$ cat src/rtl/elevator_pkg.sv
// Shared Elevator definitions: floor count, request vector widths, lamp
// levels, direction codes and hall bit-index helpers.
package elevator_pkg;

  localparam int unsigned NUM_FLOORS = 7;
  localparam int unsigned HALL_W     = 14;
  localparam int unsigned CAB_W      = 9;

  localparam logic ON  = 1'b1;
  localparam logic OFF = 1'b0;

  typedef enum logic [1:0] {
    STOP   = 2'b00,
    UP     = 2'b10,
    DOWN   = 2'b01,
    UPDOWN = 2'b11
  } direction_t;

  // Floor-1 DOWN and floor-7 UP do not exist.
  localparam logic [HALL_W-1:0] HALL_INVALID_MASK = 14'h2001;

  function automatic int unsigned hallUpIdx(input int unsigned floorNum);
    return 2 * floorNum - 1;
  endfunction

  function automatic int unsigned hallDownIdx(input int unsigned floorNum);
    return 2 * floorNum - 2;
  endfunction

endpackage

$ cat src/rtl/button_debouncer.sv
// Debounces one raw pushbutton and reports a one-cycle press on each
// accepted 0->1 transition.
//   clk, reset   clock; synchronous active-low reset
//   raw          raw pushbutton level
//   stable       debounced level
//   press        one-cycle pulse, registered with the 0->1 change of stable
module button_debouncer #(
  parameter int unsigned DEBOUNCE_CYCLES = 16
) (
  input  logic clk,
  input  logic reset,
  input  logic raw,
  output logic stable,
  output logic press
);

  localparam int unsigned CNT_W = (DEBOUNCE_CYCLES > 2) ? $clog2(DEBOUNCE_CYCLES) : 1;
  localparam logic [CNT_W-1:0] CNT_MAX = CNT_W'(DEBOUNCE_CYCLES - 1);

  logic [CNT_W-1:0] count;
  // Presses are withheld until the button has been seen released, so a
  // button held through reset does not fire when it debounces high.
  logic armed;

  always_ff @(posedge clk) begin
    if (!reset) begin
      stable <= 1'b0;
      press  <= 1'b0;
      count  <= '0;
      armed  <= 1'b0;
    end else begin
      press <= 1'b0;
      if (raw == stable) begin
        count <= '0;
        if (!raw) armed <= 1'b1;
      end else if (count == CNT_MAX) begin
        stable <= raw;
        count  <= '0;
        press  <= raw & armed;
      end else begin
        count <= count + CNT_W'(1);
      end
    end
  end

endmodule

$ cat src/rtl/call_panel.sv
// Elevator call panel: debounces hall and cabin buttons, latches presses as
// pending requests, retires them once the Elevator reports them serviced,
// and drives the panel lamps.
//   clk, reset            clock; synchronous active-low reset
//   rawHall[13:0]         raw hall buttons (floor f: UP=2f-1, DOWN=2f-2)
//   rawCabin[9:1]         raw cabin buttons (1..7 floors, 8 open, 9 close)
//   nextFloorButton       Elevator hall feedback (1 = still pending)
//   nextInternalButton    Elevator cabin feedback [9:1]
//   floorButton           latched hall requests
//   internalButton        latched cabin requests [9:1]
//   hallLamp, cabinLamp   indicator lamps
// Optional: CALL_PANEL_LAMP_BLINK_EN blinks lamps of requests not yet
// acknowledged by the Elevator.
module call_panel
  import elevator_pkg::*;
#(
  parameter int unsigned DEBOUNCE_CYCLES = 16,
  parameter int unsigned BLINK_PERIOD    = 8
) (
  input  logic              clk,
  input  logic              reset,
  input  logic [HALL_W-1:0] rawHall,
  input  logic [CAB_W:1]    rawCabin,
  input  logic [HALL_W-1:0] nextFloorButton,
  input  logic [CAB_W:1]    nextInternalButton,
  output logic [HALL_W-1:0] floorButton,
  output logic [CAB_W:1]    internalButton,
  output logic [HALL_W-1:0] hallLamp,
  output logic [CAB_W:1]    cabinLamp
);

  localparam int unsigned REQ_W = HALL_W + CAB_W;

  // Encoding: bit0 = pending, bit1 = seen.
  typedef enum logic [1:0] {
    REQ_IDLE    = 2'b00,
    REQ_PENDING = 2'b01,
    REQ_SEEN    = 2'b11
  } reqState_t;

  logic [REQ_W-1:0] rawVec;
  logic [REQ_W-1:0] stableVec;
  logic [REQ_W-1:0] pressVec;
  logic [REQ_W-1:0] fbVec;
  logic [REQ_W-1:0] pendingVec;
  logic [REQ_W-1:0] seenVec;
  logic [REQ_W-1:0] lampVec;

  reqState_t state     [REQ_W];
  reqState_t stateNext [REQ_W];

  // Hall bits occupy [13:0], cabin bits [22:14]; nonexistent hall calls are forced low.
  assign rawVec = {rawCabin, rawHall & ~HALL_INVALID_MASK};
  assign fbVec  = {nextInternalButton, nextFloorButton};

  for (genvar i = 0; i < REQ_W; i++) begin : g_deb
    button_debouncer #(
      .DEBOUNCE_CYCLES(DEBOUNCE_CYCLES)
    ) u_deb (
      .clk   (clk),
      .reset (reset),
      .raw   (rawVec[i]),
      .stable(stableVec[i]),
      .press (pressVec[i])
    );
  end

  // Request state register.
  always_ff @(posedge clk) begin
    if (!reset) begin
      for (int i = 0; i < REQ_W; i++) state[i] <= REQ_IDLE;
    end else begin
      for (int i = 0; i < REQ_W; i++) state[i] <= stateNext[i];
    end
  end

  // Request next-state: latch on press, acknowledge on feedback high,
  // retire on feedback low; a press at retirement re-requests.
  always_comb begin
    pendingVec = '0;
    seenVec    = '0;
    for (int i = 0; i < REQ_W; i++) begin
      stateNext[i]  = state[i];
      pendingVec[i] = (state[i] == REQ_PENDING) || (state[i] == REQ_SEEN);
      seenVec[i]    = (state[i] == REQ_SEEN);
      case (state[i])
        REQ_IDLE:    if (pressVec[i]) stateNext[i] = REQ_PENDING;
        REQ_PENDING: if (fbVec[i])    stateNext[i] = REQ_SEEN;
        REQ_SEEN:    if (!fbVec[i])   stateNext[i] = pressVec[i] ? REQ_PENDING : REQ_IDLE;
        default:                      stateNext[i] = REQ_IDLE;
      endcase
    end
  end

`ifdef CALL_PANEL_LAMP_BLINK_EN
  localparam int unsigned BLINK_W = (BLINK_PERIOD > 2) ? $clog2(BLINK_PERIOD) : 1;

  logic [BLINK_W-1:0] blinkCount;
  logic               blinkPhase;

  // Free-running blink phase, starting on.
  always_ff @(posedge clk) begin
    if (!reset) begin
      blinkCount <= '0;
      blinkPhase <= ON;
    end else if (blinkCount == BLINK_W'(BLINK_PERIOD - 1)) begin
      blinkCount <= '0;
      blinkPhase <= ~blinkPhase;
    end else begin
      blinkCount <= blinkCount + BLINK_W'(1);
    end
  end

  assign lampVec = seenVec | (pendingVec & {REQ_W{blinkPhase}});

  logic unusedStable;
  assign unusedStable = ^stableVec;
`else
  assign lampVec = pendingVec;

  logic unusedSignals;
  assign unusedSignals = (^stableVec) ^ (^seenVec) ^ (BLINK_PERIOD != 0);
`endif

  assign floorButton    = pendingVec[HALL_W-1:0] & ~HALL_INVALID_MASK;
  assign internalButton = pendingVec[REQ_W-1:HALL_W];
  assign hallLamp       = lampVec[HALL_W-1:0] & ~HALL_INVALID_MASK;
  assign cabinLamp      = lampVec[REQ_W-1:HALL_W];

endmodule

$ cat config.mk
export PLATFORM = sky130hd
export DESIGN_NAME = call_panel
export DESIGN_NICKNAME = d
export VERILOG_FILES = /design/src/rtl/elevator_pkg.sv /design/src/rtl/button_debouncer.sv /design/src/rtl/call_panel.sv
export SDC_FILE = /design/constraint.sdc
export NUM_CORES = 1
export LEC_CHECK = 0
export ABC_AREA = 1
export ABC_CLOCK_PERIOD_IN_PS = 1690
export CAP_MARGIN = 20
export CORE_ASPECT_RATIO = 1.5
export CORE_UTILIZATION = 40
export CTS_BUF_LIST = sky130_fd_sc_hd__clkbuf_8
export DETAILED_ROUTE_END_ITERATION = 6
export HOLD_SLACK_MARGIN = 0.1
export PLACE_DENSITY = 0.67
export SLEW_MARGIN = 20
export SYNTH_ARGS = -nofsm -noshare
export SYNTH_HDL_FRONTEND = slang
export SYNTH_SLANG_ARGS = --single-unit
$ cat constraint.sdc
create_clock -name clk -period 1.69 [get_ports clk]
set_clock_uncertainty 0.15 [all_clocks]
set_input_delay 0.4225 -clock clk [delete_from_list [all_inputs] [get_ports clk]]
set_output_delay 0.4225 -clock clk [all_outputs]
set_load 0.02 [all_outputs]
==> results by group <==
Critical path
  • Worst reg-to-reg setup slack: between 0.3 and 0.4 ns
  • Cell type of the slowest stage on the worst timing path: sky130_fd_sc_hd__dfxtp_1
  • Crit path launch type: register
  • Endpoint type of the worst setup path: output port
  • Buffers and inverters on the worst path: 1
  • Register-to-Register Path Depth: 5
  • Kind of cell with the highest combined delay on the critical path: flip-flops
  • Worst Path Arrival: 1.02 ns
  • Path type of the worst setup path: register to output port
  • Critical register-to-register path endpoint: g_deb[22].u_deb.stable
  • Largest stage delay, worst path: roughly 0.38 ns
  • Critical path peak fanout: 5
  • Worst path required time: 1.12 ns
  • Worst reg2reg startpoint: g_deb[22].u_deb.count[0]
  • Chain of cells forming the critical path: buf_2
  • Start point of the critical path: state[1][12]

Synth
  • Post-synth top flop: sky130_fd_sc_hd__dfxtp_1
  • Total number of yosys warnings: 0
  • Post-synthesis compound-gate area fraction: 0.0633
  • Number of synthesized flops with an enable pin: 0
  • Average instance area after synthesis: between 8 and 9 um2
  • Sequential-to-total area share from yosys stat: 0.488
  • Mux contribution to synthesized area: 0
  • Count of unique library cells instantiated by Yosys: 23
  • Synth async-reset ratio: 0
  • Cell types with the highest counts after synthesis: sky130_fd_sc_hd__dfxtp_1, sky130_fd_sc_hd__nand2_1, sky130_fd_sc_hd__nor2_1
  • Post-Synthesis Cells: between 900 and 1,000
  • Post-synthesis cell type with the largest combined area: sky130_fd_sc_hd__dfxtp_1
  • Xor/xnor share of the synthesized area: 0
  • Summed instance area of the synthesized netlist: approximately 7700 um2
  • Post-Synth Simple-Gate Area: 0.281
  • Flop and latch count out of synthesis: ~190
  • Most repeated cell in the gate-level netlist after synthesis: sky130_fd_sc_hd__dfxtp_1
  • Area share of the leading cell type in the synthesized netlist: 0.488
  • Dominant combinational cell family by area after synthesis: simple AND/OR/NAND/NOR gates
  • Adder and majority gate portion of the synthesized area: 0.0678
  • Leading cell types by total area after synthesis: sky130_fd_sc_hd__dfxtp_1, sky130_fd_sc_hd__ha_1, sky130_fd_sc_hd__nand2_1, sky130_fd_sc_hd__nor2_1, sky130_fd_sc_hd__inv_1

Worst hold path
  • Hold wc startpoint: reset
  • Worst hold path endpoint: g_deb[2].u_deb.stable
  • Worst hold stages: 3
  • Worst hold path type: input port to register

Drt
  • DRT Wirelength: 12,500 um
  • 1st-iter DRT viols: 272
  • First-pass iteration count of the detailed router: 6
  • Count of nets left with antenna violations after detail routing: 0
  • Number of DRC violations after detailed routing: 2
  • WL/cell: 10.1 um
  • Per-cell via count in the routed design: roughly 4.7
  • Via count of the routed design: 5,795

Clock network
  • H-tree level count: 4
  • Clock-pin slew of the registers on the worst-case setup and hold paths: roughly 0.10 ns
  • Sinks on Clock Net: 189
  • CTS Hold Bufs: 0
  • CTS tree: yes
  • Clock root buffer master: sky130_fd_sc_hd__clkbuf_8
  • Number of buffers created by CTS: 17
  • Clock Latency Late Sink: around 0.46 ns
  • Largest buffer count on any clock path: 2

Final layout
  • Count of nets after finishing: approximately 1,100
  • Area of all placed cells without fillers: 8910 um2
  • Area Growth Syn to Fin: 15.0%
  • Share of layout cells above drive strength 1: 0.129
  • Antenna cell count: 0

Floorplan
  • Rows: between 60 and 70
  • Full die area: roughly 20,000 um2
  • Starting density of the core: 0.406
  • Y dimension of the die: 172 um
  • Io pins: 94
  • Core area: between 15,000 and 20,000 um2
  • Chip width: around 120 um

Pwr
  • Leakage dissipation: between 3 and 4 nW
  • Largest voltage drop on the vdd net: between 0.0004 and 0.0005 V
  • Total design power: 0.00818 W
  • Cell Pwr Density: 918 nW/um2

Timing
  • Final worst-path cycle share: 0.940
  • Setup TNS: 0 ns
  • Setup repair after global routing missed its margin: false
  • Number of slew-limit violations in the final report: 0
  • Final setup violation count: 0
  • Final hold violation count: 0
  • Final min period: around 1.6 ns
  • Peak clock frequency supported by timing: 0.630 GHz

GRT
  • Pin count of the biggest net entering global routing: 38
  • Overflow after GRT: 0
  • Global-route wire length before repair: 21,800 um
  • GRT Resource Usage Total: 0.136
  • Vias in the first global route: approximately 5,400
  • Initial antenna violation count: 0

Place
  • Placement-stage cell area: around 8700 um2
  • Count of input and output buffers: 85
  • Detailed Place HPWL: between 9000 and 10,000 um
  • Final weighted congestion of routability-driven global placement: 0.746

Job
  • Maximum capacitance violations: 0

Status
  • Outcome: finished with violations
  • Failing checks: design-rule violations
## placed cells by master (no fill, tap or decap), types with 2 or more instances in the layout
cell                                n
sky130_fd_sc_hd__dfxtp_1          178
sky130_fd_sc_hd__nor2_1           133
sky130_fd_sc_hd__nand2_1          133
sky130_fd_sc_hd__inv_1            106
sky130_fd_sc_hd__nand3_1           68
sky130_fd_sc_hd__a21oi_1           53
sky130_fd_sc_hd__nand4_1           42
sky130_fd_sc_hd__ha_1              42
sky130_fd_sc_hd__clkdlybuf4s50_1   42
sky130_fd_sc_hd__buf_2             42
sky130_fd_sc_hd__o21ai_0           36
sky130_fd_sc_hd__clkbuf_8          18
sky130_fd_sc_hd__nand3_4           16
sky130_fd_sc_hd__nor3b_2           16
sky130_fd_sc_hd__and3_1            14
sky130_fd_sc_hd__dfxtp_2           11
sky130_fd_sc_hd__inv_8              5
sky130_fd_sc_hd__clkinv_4           5
sky130_fd_sc_hd__buf_12             5
sky130_fd_sc_hd__conb_1             4
sky130_fd_sc_hd__buf_4              4
sky130_fd_sc_hd__o211ai_1           3
sky130_fd_sc_hd__o31ai_1            3
sky130_fd_sc_hd__bufinv_16          2
## state kept, by name, indices dropped and copies added, names as in the netlist
signal              flops
g_deb.u_deb.armed      21
g_deb.u_deb.press      21
state                  42
g_deb.u_deb.stable     21
g_deb.u_deb.count      84
## per-stage QoR
step / instances / hold WS [ns] / utilization / worst slack [ns]
6_report: 1241 / 0.209 / 0.467 / 0.102
5_1_grt: 1241 / 0.195 / 0.467 / 0.00830
4_1_cts: 1241 / 0.174 / 0.467 / 0.0530
3_5_place_dp: 1209 / 0.258 / 0.455 / -0.211
3_3_place_gp: 1209 / 0.248 / 0.455 / -0.152
2_1_floorplan: 920 / 0.246 / - / 0.347
## cell families after synthesis
kind of cell / Yosys count
adders and majority gates: 42
AOI/OAI and AO/OA: 95
other: 1
and+or+nand+nor: 423
DFF: 189
buffers and inverters: 167
## report_power, final
group	internal (W)	switching, W	leakage [nW]
registers	0.00455	0.0000550	1.54
clock network	0.00142	0.00169	0.213
logic	0.000223	0.000249	1.77
total	0.00619	0.00199	3.52
## cell type report
type | count | area (um2)
inverters | 107 | 402
multi-input cells | 564 | 3210
clock buffers | 18 | 248
clock inverters | 14 | 176
fillers | 1953 | 10200
well taps | 256 | 320
flip-flops and latches | 189 | 3800
repair buffers | 93 | 761
## routing by layer
| metal | global-route usage | routed length [um] | vias to the layer above |
|---|---|---|---|
| met2 | 0.252 | 6390 | 69 |
| li1 | - | - | 3078 |
| met1 | 0.146 | 5550 | 2632 |
| met3 | 0.0351 | 389 | 16 |
| met4 | 0.0535 | 197 | 0 |
| met5 | 0 | 0 | - |
## worst max-delay path by stage
stage	slack [ns]	endpoint	cells after the start
after floorplan	0.35	hallLamp[1]	2
after global placement	-0.15	g_deb[11].u_deb.count[2]	5
after detailed placement	-0.21	g_deb[11].u_deb.count[2]	5
after CTS	0.05	internalButton[5]	1
after global routing	0.008	floorButton[9]	1
final	0.10	cabinLamp[1]	1
## what timing repair did
action / CTS / global route
gates resized for setup: 179 / 0
setup endpoints to repair: 42 / 0
setup buffers: 0 / 0
No activity file was read; power rests on OpenSTA's default activity.
